[src/rtl/glb_stage_fifo.sv]
// Elastic GLB staging buffer: circular register array with valid/ready on both sides.
// Latency: a word pushed at posedge N is on rd_data/rd_valid right after posedge N (no empty bypass).
// Backpressure: wr_ready = !full and rd_valid = !empty, both decoded from the registered count only.
module glb_stage_fifo #(
  parameter int DATA_WIDTH = 16,
  parameter int DEPTH      = 8,
  parameter int AF_LEVEL   = 6
) (
  input  logic                          clk,
  input  logic                          rst_n,
  input  logic                          clear,
  input  logic                          wr_valid,
  output logic                          wr_ready,
  input  logic [DATA_WIDTH-1:0]         wr_data,
  output logic                          rd_valid,
  input  logic                          rd_ready,
  output logic [DATA_WIDTH-1:0]         rd_data,
  output logic [$clog2(DEPTH+1)-1:0]    count,
  output logic                          full,
  output logic                          empty,
  output logic                          almost_full
);

  // Pointer width indexes DEPTH entries; count width must also represent DEPTH itself.
  localparam int PW = (DEPTH > 1) ? $clog2(DEPTH) : 1;
  localparam int CW = $clog2(DEPTH + 1);

  localparam logic [PW-1:0] LAST_IDX = PW'(DEPTH - 1);
  localparam logic [CW-1:0] DEPTH_C  = CW'(DEPTH);
  localparam logic [CW-1:0] AF_C     = CW'(AF_LEVEL);

  // Storage and bookkeeping state.
  logic [DATA_WIDTH-1:0] r_mem [DEPTH];
  logic [PW-1:0]         r_wr_ptr;
  logic [PW-1:0]         r_rd_ptr;
  logic [CW-1:0]         r_count;

  // Flags decoded purely from the registered count.
  logic w_full;
  logic w_empty;
  logic w_almost_full;

  // Qualified transfers for this cycle.
  logic w_push;
  logic w_pop;

  // Next pointer values with explicit wrap (DEPTH need not be a power of two).
  logic [PW-1:0] w_wr_ptr_inc;
  logic [PW-1:0] w_rd_ptr_inc;

  // Registered-state flag decode; no input reaches these.
  always_comb begin
    w_full        = (r_count == DEPTH_C);
    w_empty       = (r_count == '0);
    w_almost_full = (r_count >= AF_C);
  end

  // Handshake qualification: push gated by !full, pop gated by !empty, both registered.
  always_comb begin
    w_push = wr_valid & ~w_full;
    w_pop  = rd_ready & ~w_empty;
  end

  // Wrap-aware pointer increments.
  always_comb begin
    w_wr_ptr_inc = (r_wr_ptr == LAST_IDX) ? '0 : r_wr_ptr + PW'(1);
    w_rd_ptr_inc = (r_rd_ptr == LAST_IDX) ? '0 : r_rd_ptr + PW'(1);
  end

  // Pointer and occupancy update; reset beats clear, clear beats push/pop.
  always_ff @(posedge clk) begin
    if (!rst_n) begin
      r_wr_ptr <= '0;
      r_rd_ptr <= '0;
      r_count  <= '0;
    end else if (clear) begin
      r_wr_ptr <= '0;
      r_rd_ptr <= '0;
      r_count  <= '0;
    end else begin
      if (w_push) begin
        r_wr_ptr <= w_wr_ptr_inc;
      end
      if (w_pop) begin
        r_rd_ptr <= w_rd_ptr_inc;
      end
      case ({w_push, w_pop})
        2'b10:   r_count <= r_count + CW'(1);
        2'b01:   r_count <= r_count - CW'(1);
        default: r_count <= r_count;
      endcase
    end
  end

  // Array write; contents need no reset since empty masks rd_data and pointers restart at 0.
  always_ff @(posedge clk) begin
    if (rst_n && !clear && w_push) begin
      r_mem[r_wr_ptr] <= wr_data;
    end
  end

  // Output drive: oldest entry, forced to zero while empty so the downstream flop sees a clean value.
  always_comb begin
    rd_data     = w_empty ? '0 : r_mem[r_rd_ptr];
    rd_valid    = ~w_empty;
    wr_ready    = ~w_full;
    count       = r_count;
    full        = w_full;
    empty       = w_empty;
    almost_full = w_almost_full;
  end

endmodule
[config.mk]
export PLATFORM = sky130hd
export DESIGN_NAME = glb_stage_fifo
export DESIGN_NICKNAME = d
export VERILOG_FILES = /design/src/rtl/glb_stage_fifo.sv
export SDC_FILE = /design/constraint.sdc
export NUM_CORES = 1
export LEC_CHECK = 0
export ABC_CLOCK_PERIOD_IN_PS = 2850
export BUFFER_PORTS_ARGS = -buffer_cell sky130_fd_sc_hd__buf_2
export CORE_MARGIN = 2
export CORE_UTILIZATION = 55
export CTS_BUF_LIST = sky130_fd_sc_hd__clkbuf_8
export CTS_CLUSTER_DIAMETER = 200
export CTS_CLUSTER_SIZE = 12
export DETAILED_ROUTE_END_ITERATION = 8
export GPL_TIMING_DRIVEN = 1
export PLACE_DENSITY = 0.76
export SLEW_MARGIN = 30
export SYNTH_ARGS = -nofsm -noshare
export SYNTH_HDL_FRONTEND = slang
export SYNTH_SLANG_ARGS = --single-unit
[constraint.sdc]
create_clock -name clk -period 2.85 [get_ports clk]
set_input_delay 0.1425 -clock clk [delete_from_list [all_inputs] [get_ports clk]]
set_output_delay 0.1425 -clock clk [all_outputs]
set_load 0.02 [all_outputs]
# Yosys cells after proc, flatten, opt, wreduce, memory -nomap -nowiden
# Memory sizes are Yosys's and may differ from the RTL's. A register that Yosys moved wholly into a read port is not among the register bits.
# Cells that the tools add are included.
# Widths: inputs -> output; s select.
# word_totals
reg_bits	10
latch_bits	0
ramBits	128
mem_bits_ro	0
inputBits	21
output_inout_bits	25
wordCells	33
n_memories	1
# mem_list
memory	depth	width	rd	rd_ports_with_merged_regs	write_ports	line_no	text
r_mem	8	16	1	1	1	33	logic [DATA_WIDTH-1:0] r_mem [DEPTH];
# classes
addsub	4
mul	0
div	0
n_lt_le_gt_ge	1
n_eq_ne	5
shifts	0
muxes	8
bitwise	5
reduce_logical	6
# ops
operator	count
$mux 16	1
$mux 3	4
$pmux 4 s2	1
$add 3x1->3 const B	2
$eq 3x3->1 const B	2
$add 4x1->4 const B	1
$eq 4x4->1 const B	1
$ge 4x3->1 const B	1
$logic_not 4->1	1
$sub 4x1->4 const B	1
$not 1->1	3
$and 1x1->1	2
$eq 2x1->1 const B	1
$eq 2x2->1 const B	1
$logic_and 1x1->1	2
$mux 1	2
$reduce_bool 2->1	1
$reduce_or 2->1	1
$logic_not 1->1	1

# Depth between registers and ports, before layout
# Gate-level depths: netlist of run 1.
# depth
word_depth	6
mapped_depth	10
mapped_depth_nobuf	10

# Least setup slack after synthesis of run 1
# No wires, ideal clock.
# synth_timing
path_type	flip-flop to flip-flop
start	register r_count[1] (netlist: count[1])
end	memory r_mem[0][0] (enable)
setup_ns	0.409
arrival_ns	2.380
t_required_ns	2.441
slack_ns	0.061
stages_incl_launch_ff	6
n_path_buf	1
period_less_slack_ns	2.789
path_cell_list	dfxtp_1 > or4b_1 > buf_6 > nand2_8 > or3_4 > nor3_1
# synth_between
elab_chain_cells	6
# synth_rtl
element	line_no	text
from (decl)	36	logic [CW-1:0] r_count;
from (signal assigned)	88	2'b10: r_count <= r_count + CW'(1);
from (signal assigned)	89	2'b01: r_count <= r_count - CW'(1);
from (signal assigned)	90	default: r_count <= r_count;
$eq 4x4->1	53	w_full = (r_count == DEPTH_C);
$not 1->1	n/a	
named net wr_ready	13	output logic wr_ready,
$and 1x1->1	60	w_push = wr_valid & ~w_full;
$logic_and 1x1->1	97	if (rst_n && !clear && w_push) begin
$mux 1	97	
$mux 1 (implied by the code)	98	r_mem[r_wr_ptr] <= wr_data;
to (decl)	33	
# The timed path passes the listed nets, and every way through them passes these cells.

==> results.py, run 1 <==
metrics = {
    "outcome": {
        "outcome": "completed",
    },
    "floorplanning": {
        "num_rows": 36,
        "die_h_um": 105,
        "die-area_um2": 11000,
        "fp.coreArea_um2": 9820,
        "ios": 46,
        "start_util": 0.569,
        "die_x_um": 105,
    },
    "synth": {
        "synth-seq-area-share": 0.735,
        "synth_nets": 314,
        "synth-seq-cells": 141,
        "yosysUniqueCellTypes": 35,
        "syn_avg_cell_area_um2": 19.6,
        "synth-main-ff-cell": "edfxtp_1",
        "synth_warnings": 0,
        "synth-edff-count": 128,
        "synthCells": 285,
        "synth_area_um2": 5590,
        "synthArstFlopShare": 0,
    },
    "setup_path": {
        "critical-path-max-stage-delay_ns": 0.57,
        "crit_arrival_ns": 2.37,
        "required_ns": 2.71,
        "crit_path_start_kind": "flop",
        "endpoint_kind": "output port",
        "crit_chain": "buf_4 > mux4_2 > mux2i_1 > nor2_1 > buf_2",
        "worstSetupPathType": "flop to output port",
        "cp_max_fo": 12,
        "worst_path_max_delay_cell": "mux4_2",
    },
    "min_path": {
        "hold_path.class": "input pin to flop",
    },
    "layout": {
        "final_common_cell": "edfxtp_1",
        "seqCellArea_um2": 4110,
        "fin_cells": 513,
        "final_cell_mix": "edfxtp_1 (128), buf_2 (45), mux4_2 (32)",
        "multi_input_area_um2": 1380,
        "final_core_util": 0.672,
        "antenna_cells": 0,
        "nets": 396,
        "area.growth.synth_to_final_pct": 18.1,
        "fillerInstances": 701,
        "drive_gt1_frac": 0.350,
    },
    "sta": {
        "slew_headroom": 0.569,
        "post-route-period-util": 0.880,
        "fin_worst_skew_ns": 0.00595,
        "fin_ws_ns": 0.341,
        "max_freq_ghz": 0.399,
        "rsz0062_at_grt": "no",
        "finalMaxSlewViolations": 0,
        "fin_setup_tns_ns": 0,
        "worst_slew_pin_slew_ns": 0.643,
        "whs_ns": 0.0649,
        "hold_viol_final": 0,
        "finalSetupViolCount": 0,
        "post-route-min-period_ns": 2.51,
    },
    "global_route": {
        "grt_pass1_vias": 2909,
        "grt_remaining_overflow": 0,
        "grt_max_degree": 33,
        "grt_pass1_wl_mm": 15.7,
        "grt_usage": 0.195,
        "antenna_found_initial": 0,
    },
    "place": {
        "place_ws_ns": 0.395,
        "hpwlAfterDp_mm": 5.77,
        "numPortBuffers": 45,
        "dpl.cell_count": 465,
        "gp_congestion": 0.734,
    },
    "drt": {
        "vias": 2882,
        "ant_nets": 0,
        "wl_per_cell_um": 19.4,
        "dr.pass1.iters": 4,
        "first_iter_violations": 173,
        "via_per_inst": 5.62,
        "drc_errors": 0,
        "wl_mm": 9.97,
    },
    "pwr": {
        "power.density_nw_per_um2": 617,
        "vdd_drop_max_mv": 0.385,
        "leakage_uw": 0.00226,
    },
    "clock_tree": {
        "clkTransAtPathRegs_ns": 0.08,
        "clock-root-buffer": "clkbuf_8",
        "clockBufferDepth": 2,
        "clock_latency_ns": 0.42,
        "htreeDepth": 4,
        "numCtsBuffers": 17,
        "clock-sinks": 141,
        "cts_tree": "yes",
    },
    "flow_run": {
        "drv_cap": 0,
    },
}
Yosys cell counts (all sizes together), types with 2 or more instances:
cell type  count  area share
ha             7       0.016
buf           11       0.014
a21oi          7      0.0076
clkbuf         2      0.0013
or3            3      0.0045
nor3           2      0.0018
nor2          30       0.020
nand3          2      0.0018
nand2b         3      0.0034
mux2i         18       0.032
nand2          8      0.0092
mux4          32        0.13
dfxtp         13       0.047
edfxtp       128        0.69
inv            6      0.0040
xor2           2      0.0031
sequential cells by signal (all words and copies together), names as in the netlist, named ones only:
signal,cells
r_wr_ptr,3
r_mem,128
count,4
r_rd_ptr,3
area by class of cell:
class	instances	area share
clock inverters	15	0.0264
flip-flops and latches	141	0.622
well taps	133	0.0252
inverters	7	0.00398
clock buffers	17	0.0355
multi-input cells	124	0.209
repair buffers	76	0.0774
worst max-delay path, delay by kind of cell (launching register included):
family	cells	cell delay, ns
simple gates	1	0.09
mux	2	0.76
flops	1	0.55
buf+inv	2	0.53
final timing paths:
kind                     from     endpoint  slack [ns]  depth (start not counted)
setup / recovery         flop   rd_data[1]        0.34                          5
hold / removal       wr_valid  r_wr_ptr[2]        0.06                          3
setup reg to reg     count[0]     count[3]        0.36                          8
hold reg to reg   r_rd_ptr[0]         flop        0.50                          2
routing by layer:
| layer | wire length [um] | track usage |
|---|---|---|
| met5 | 0 | 0 |
| met4 | 161 | 0.0838 |
| met3 | 543 | 0.0430 |
| met2 | 5160 | 0.322 |
| met1 | 4110 | 0.253 |
power by group:
part           internal, uW  leakage [uW]  total, uW  switching, uW
Sequential             2260       0.00126       2270           8.72
Combinational          82.9      0.000798        198            115
Clock                   862      0.000201       1600            735
what timing repair did:
| action | 4_1_cts | 5_1_grt |
|---|---|---|
| buffers inserted | 0 | 0 |
| resized for setup | 0 | 0 |
| endpoints found under the hold margin | 128 | 0 |
| hold buffers | 16 | 0 |
logic make-up (layout without fill, tap and decap cells):
kind of cell	count (synthesis)	after routing	share of synthesized area
mux	50	50	0.161
fa+ha+maj	8	8	0.0193
flops	141	141	0.735
xor+xnor	2	2	0.00314
buf+inv	20	115	0.0199
simple gates	53	53	0.0491
compound gates	11	11	0.0125
stage by stage:
stage | instance area, um2 | power, uW
CTS | 6600 | 4110
floorplan | 5590 | 2430
global route | 6600 | 4210
detailed placement | 6030 | 2500
finish | 6600 | 4070
global placement | 6030 | 2500
Power figures use the tool's default switching activity.
==> run 2: changes to the inputs <==
- BUFFER_PORTS_ARGS: -buffer_cell sky130_fd_sc_hd__buf_2 -> default
- DONT_BUFFER_PORTS: default -> 1
- PLACE_DENSITY: 0.76 -> 0.72
==> results.py, run 2 (same netlist as run 1, synthesis figures left out) <==
metrics = {
    "floorplanning": {
        "die_x_um": 105,
        "die_h_um": 105,
        "ios": 46,
        "fp.coreArea_um2": 9820,
        "num_rows": 36,
        "start_util": 0.569,
        "die-area_um2": 11000,
    },
    "setup_path": {
        "cp_common_cell": "ha_1",
        "r2r_slack_ns": 0.31,
        "path_delay_family": "simple AND/OR/NAND/NOR gates",
        "rr_worst_depth": 9,
        "critical-path-max-stage-delay_ns": 0.64,
        "worstSetupPathType": "flop to flop",
        "required_ns": 3.16,
        "crit_arrival_ns": 2.85,
        "worst_path_max_delay_cell": "or4_4",
        "cp.buffers_inverters": 1,
        "cp_max_fo": 6,
        "crit_path_start_kind": "flop",
        "endpoint_kind": "flop",
        "worst_r2r_endpoint": "count[3]",
        "crit_chain": "or4_4 > nand2_2 > inv_1 > ha_1 > ha_1 > nand3_1 > and4b_1 > o21ai_0 > o31ai_1",
        "r2r_start": "count[0]",
    },
    "layout": {
        "largest_reg_flops": 128,
        "final_common_cell": "edfxtp_1",
        "area.growth.synth_to_final_pct": 15.1,
        "final_core_util": 0.655,
        "antenna_cells": 0,
        "fillerInstances": 704,
        "nets": 357,
        "fin_cells": 474,
        "drive_gt1_frac": 0.273,
        "final_cell_mix": "edfxtp_1 (128), mux4_2 (32), nor2_1 (28)",
        "largest_register": "r_mem",
    },
    "place": {
        "place_ws_ns": 0.308,
        "dpl.cell_count": 423,
        "numPortBuffers": 0,
        "gp_congestion": 0.766,
        "hpwlAfterDp_mm": 5.97,
    },
    "clock_tree": {
        "htreeDepth": 4,
        "clock-sinks": 141,
        "numCtsBuffers": 17,
        "clock_latency_ns": 0.43,
        "ctsHoldBuffers": 19,
        "cts_resized": 0,
        "post_cts_buffers": 0,
        "clock-root-buffer": "clkbuf_8",
        "clockBufferDepth": 2,
        "clkTransAtPathRegs_ns": 0.07,
        "cts_tree": "yes",
    },
    "global_route": {
        "grt_usage": 0.196,
        "grt_max_degree": 33,
        "grt_remaining_overflow": 0,
        "grt_pass1_vias": 2793,
        "antenna_found_initial": 0,
        "grt_pass1_wl_mm": 15.6,
    },
    "sta": {
        "post-route-period-util": 0.891,
        "worst_slew_pin_slew_ns": 0.906,
        "fin_setup_tns_ns": 0,
        "hold_viol_final": 0,
        "finalMaxSlewViolations": 0,
        "max_freq_ghz": 0.394,
        "slew_headroom": 0.394,
        "post-route-min-period_ns": 2.54,
        "fin_worst_skew_ns": 0.00994,
        "finalSetupViolCount": 0,
        "rsz0062_at_grt": "no",
        "fin_ws_ns": 0.311,
    },
    "pwr": {
        "power.density_nw_per_um2": 632,
        "leakage_uw": 0.00207,
        "vdd_drop_max_mv": 0.389,
    },
    "drt": {
        "first_iter_violations": 162,
        "dr.pass1.iters": 6,
        "vias": 2693,
        "wl_mm": 9.79,
        "ant_nets": 0,
        "via_per_inst": 5.68,
        "drc_errors": 0,
        "wl_per_cell_um": 20.7,
    },
    "flow_run": {
        "drv_cap": 0,
    },
    "min_path": {
        "worst_hold_path.num_cells": 4,
        "hp-start": "clear",
        "whs_endpoint": "count[3]",
        "hold_path.class": "input pin to flop",
    },
    "outcome": {
        "outcome": "completed",
    },
}
## run 2: cell count changes in the layout (fill, tap and decap cells not counted)
| cell | change |
|---|---|
| clkinv_4 | -2 |
| nor2_1 | -2 |
| clkinvlp_4 | +1 |
| dlygate4sd3_1 | +3 |
| buf_4 | +3 |
| inv_6 | +1 |
| nor2_2 | +2 |
| buf_2 | -45 |
## run 2: final cells by class
| cell class | instances | area (um2) | area share |
|---|---|---|---|
| Clock inverter | 15 | 173 | 0.0269 |
| Inverter | 7 | 26.3 | 0.00409 |
| Clock buffer | 17 | 234 | 0.0364 |
| Timing Repair Buffer | 37 | 338 | 0.0526 |
| Multi-Input combinational cell | 124 | 1390 | 0.215 |
| Tap cell | 133 | 166 | 0.0259 |
| Sequential cell | 141 | 4110 | 0.639 |
## run 2: worst register-to-register path, stage by stage, from the launching register on
cell and delay (ns):
dfxtp_1 0.43, or4_4 0.65, nand2_2 0.16, inv_1 0.06, ha_1 0.23, ha_1 0.34, nand3_1 0.11, and4b_1 0.23
o21ai_0 0.14, o31ai_1 0.09
## run 2: how the worst max path moves through the flow
stage,from,endpoint,cells past startpoint
after floorplan,count[1],r_mem[0][0],5
after global placement,count[0],count[3],9
after detailed placement,count[0],count[3],9
after CTS,count[0],count[3],9
after global routing,count[3],count[3],9
final,count[0],count[3],9
## run 2: per-stage QoR
stage	hold slack [ns]	area [um2]	power, uW
5_1_grt	0.0434	6430	4190
6_report	0.0473	6430	4060
3_3_place_gp	0.242	5830	2450
3_5_place_dp	0.242	5830	2460
4_1_cts	0.0283	6420	4090
2_1_floorplan	0.241	5590	2430
## run 2: where the power goes
| group | internal, uW | switching, uW | total (uW) |
|---|---|---|---|
| Clock | 863 | 749 | 1610 |
| Combinational | 66.0 | 108 | 174 |
| Sequential | 2260 | 9.39 | 2270 |
## run 2: routing by layer
layer | wire length [um] | global-route usage | vias to the layer above
li1 | - | - | 1216
met1 | 4140 | 0.254 | 1403
met2 | 5110 | 0.317 | 72
met3 | 493 | 0.0561 | 2
met4 | 46 | 0.0714 | 0
met5 | 0 | 0 | -
==> run 3: changes to the inputs <==
- PLACE_DENSITY: 0.72 -> 0.74
- RECOVER_POWER: default -> 100
==> results.py, run 3 (same netlist as run 1, synthesis figures left out) <==
metrics = {
    "outcome": {
        "outcome": "completed",
    },
    "min_path": {
        "worst_hold_path.num_cells": 4,
        "whs_endpoint": "count[3]",
        "hold_path.class": "input pin to flop",
        "hp-start": "clear",
    },
    "sta": {
        "post-route-period-util": 0.912,
        "slew_headroom": 0.405,
        "max_freq_ghz": 0.385,
        "finalMaxSlewViolations": 0,
        "hold_viol_final": 0,
        "finalSetupViolCount": 0,
        "rsz0062_at_grt": "no",
        "fin_worst_skew_ns": 0.0131,
        "fin_setup_tns_ns": 0,
        "worst_slew_pin_slew_ns": 0.886,
        "post-route-min-period_ns": 2.60,
    },
    "setup_path": {
        "cp_common_cell": "ha_1",
        "rr_worst_depth": 9,
        "path_delay_family": "simple AND/OR/NAND/NOR gates",
        "cp_max_fo": 6,
        "crit_path_start_kind": "flop",
        "crit_start": "count[0]",
        "worst_path_max_delay_cell": "or4_4",
        "r2r_start": "count[0]",
        "cp.buffers_inverters": 1,
        "endpoint_kind": "flop",
        "worstSetupPathType": "flop to flop",
        "crit_chain": "or4_4 > nand2_2 > inv_1 > ha_1 > ha_1 > a21oi_1 > a211oi_1 > o21ai_0 > o31ai_1",
        "required_ns": 3.19,
        "worst_r2r_endpoint": "count[3]",
        "crit_arrival_ns": 2.94,
        "critical-path-max-stage-delay_ns": 0.65,
        "r2r_slack_ns": 0.25,
    },
    "drt": {
        "via_per_inst": 5.73,
        "ant_nets": 0,
        "wl_per_cell_um": 21.2,
        "vias": 2711,
        "first_iter_violations": 212,
        "dr.pass1.iters": 6,
        "wl_mm": 10.0,
        "drc_errors": 0,
    },
    "clock_tree": {
        "cts_resized": 0,
        "clock-sinks": 141,
        "numCtsBuffers": 17,
        "clock_latency_ns": 0.44,
        "clkTransAtPathRegs_ns": 0.08,
        "ctsHoldBuffers": 19,
        "clockBufferDepth": 2,
        "clock-root-buffer": "clkbuf_8",
        "cts_tree": "yes",
        "post_cts_buffers": 0,
        "htreeDepth": 4,
    },
    "global_route": {
        "grt_pass1_vias": 2801,
        "antenna_found_initial": 0,
        "grt_usage": 0.197,
        "grt_remaining_overflow": 0,
        "grt_pass1_wl_mm": 15.7,
        "grt_max_degree": 17,
    },
    "place": {
        "detailed_place.area_um2": 5820,
        "numPortBuffers": 0,
        "gp_congestion": 0.783,
        "hpwlAfterDp_mm": 6.20,
    },
    "layout": {
        "drive_gt1_frac": 0.247,
        "largest_reg_flops": 128,
        "largest_register": "r_mem",
        "final_common_cell": "edfxtp_1",
        "multi_input_area_um2": 1360,
        "final_core_util": 0.644,
        "fillerInstances": 740,
        "seqCellArea_um2": 4110,
        "antenna_cells": 0,
        "final_cell_mix": "edfxtp_1 (128), mux4_2 (32), nor2_1 (30)",
        "area.growth.synth_to_final_pct": 13.2,
        "final_cell_area_um2": 6320,
        "nets": 356,
    },
    "floorplanning": {
        "start_util": 0.569,
        "die_x_um": 105,
        "die-area_um2": 11000,
        "ios": 46,
        "fp.coreArea_um2": 9820,
        "die_h_um": 105,
        "num_rows": 36,
    },
    "flow_run": {
        "drv_cap": 0,
    },
    "pwr": {
        "vdd_drop_max_mv": 0.305,
        "power.density_nw_per_um2": 621,
        "leakage_uw": 0.00202,
    },
}
[run 3: cell types whose count changed in the layout (fill, tap and decap cells not counted), sizes merged]
| cell | delta |
|---|---|
| buf | -11 |
| clkbuf | +10 |
| inv | +3 |
| bufinv | -2 |
| clkinv | -2 |
| clkinvlp | +1 |
[run 3: worst min-delay path: stages]
cell	delay (ns)
nand2b_1	0.10
inv_1	0.06
nand2_1	0.07
o31ai_1	0.07
[run 3: cell type report]
class | count | area share
flip-flops and latches | 141 | 0.649
inverters | 7 | 0.00416
clock inverters | 15 | 0.0220
repair buffers | 36 | 0.0459
multi-input cells | 124 | 0.215
clock buffers | 17 | 0.0370
well taps | 133 | 0.0263
[run 3: power by group]
part           switching (uW)  internal (uW)
Clock                     779            700
Combinational             106           63.5
Sequential               12.4           2260
[run 3: how the worst max path moves through the flow]
stage	to	slack, ns	depth (start not counted)
CTS	count[3]	0.27	9
global placement	count[3]	0.36	9
detailed placement	count[3]	0.28	9
global route	r_mem[1][14]	0.07	4
floorplan	r_mem[0][0]	0.06	5
finish	count[3]	0.25	9
[run 3: stage by stage]
stage                     setup WS, ns  std cells  total power (uW)  hold slack (ns)
final                            0.251        473              3920           0.0499
after global routing            0.0714        473              4050           0.0660
after CTS                        0.270        473              3960           0.0260
after detailed placement         0.277        422              2460            0.242
after global placement           0.359        422              2450            0.242
after floorplan                 0.0612        285              2430            0.241
[run 3: metal layers]
metal	wire [um]	vias up	GRT usage
li1	-	1220	-
met2	5150	73	0.318
met1	4260	1407	0.260
met5	0	-	0
met3	514	11	0.0555
met4	123	0	0.0695
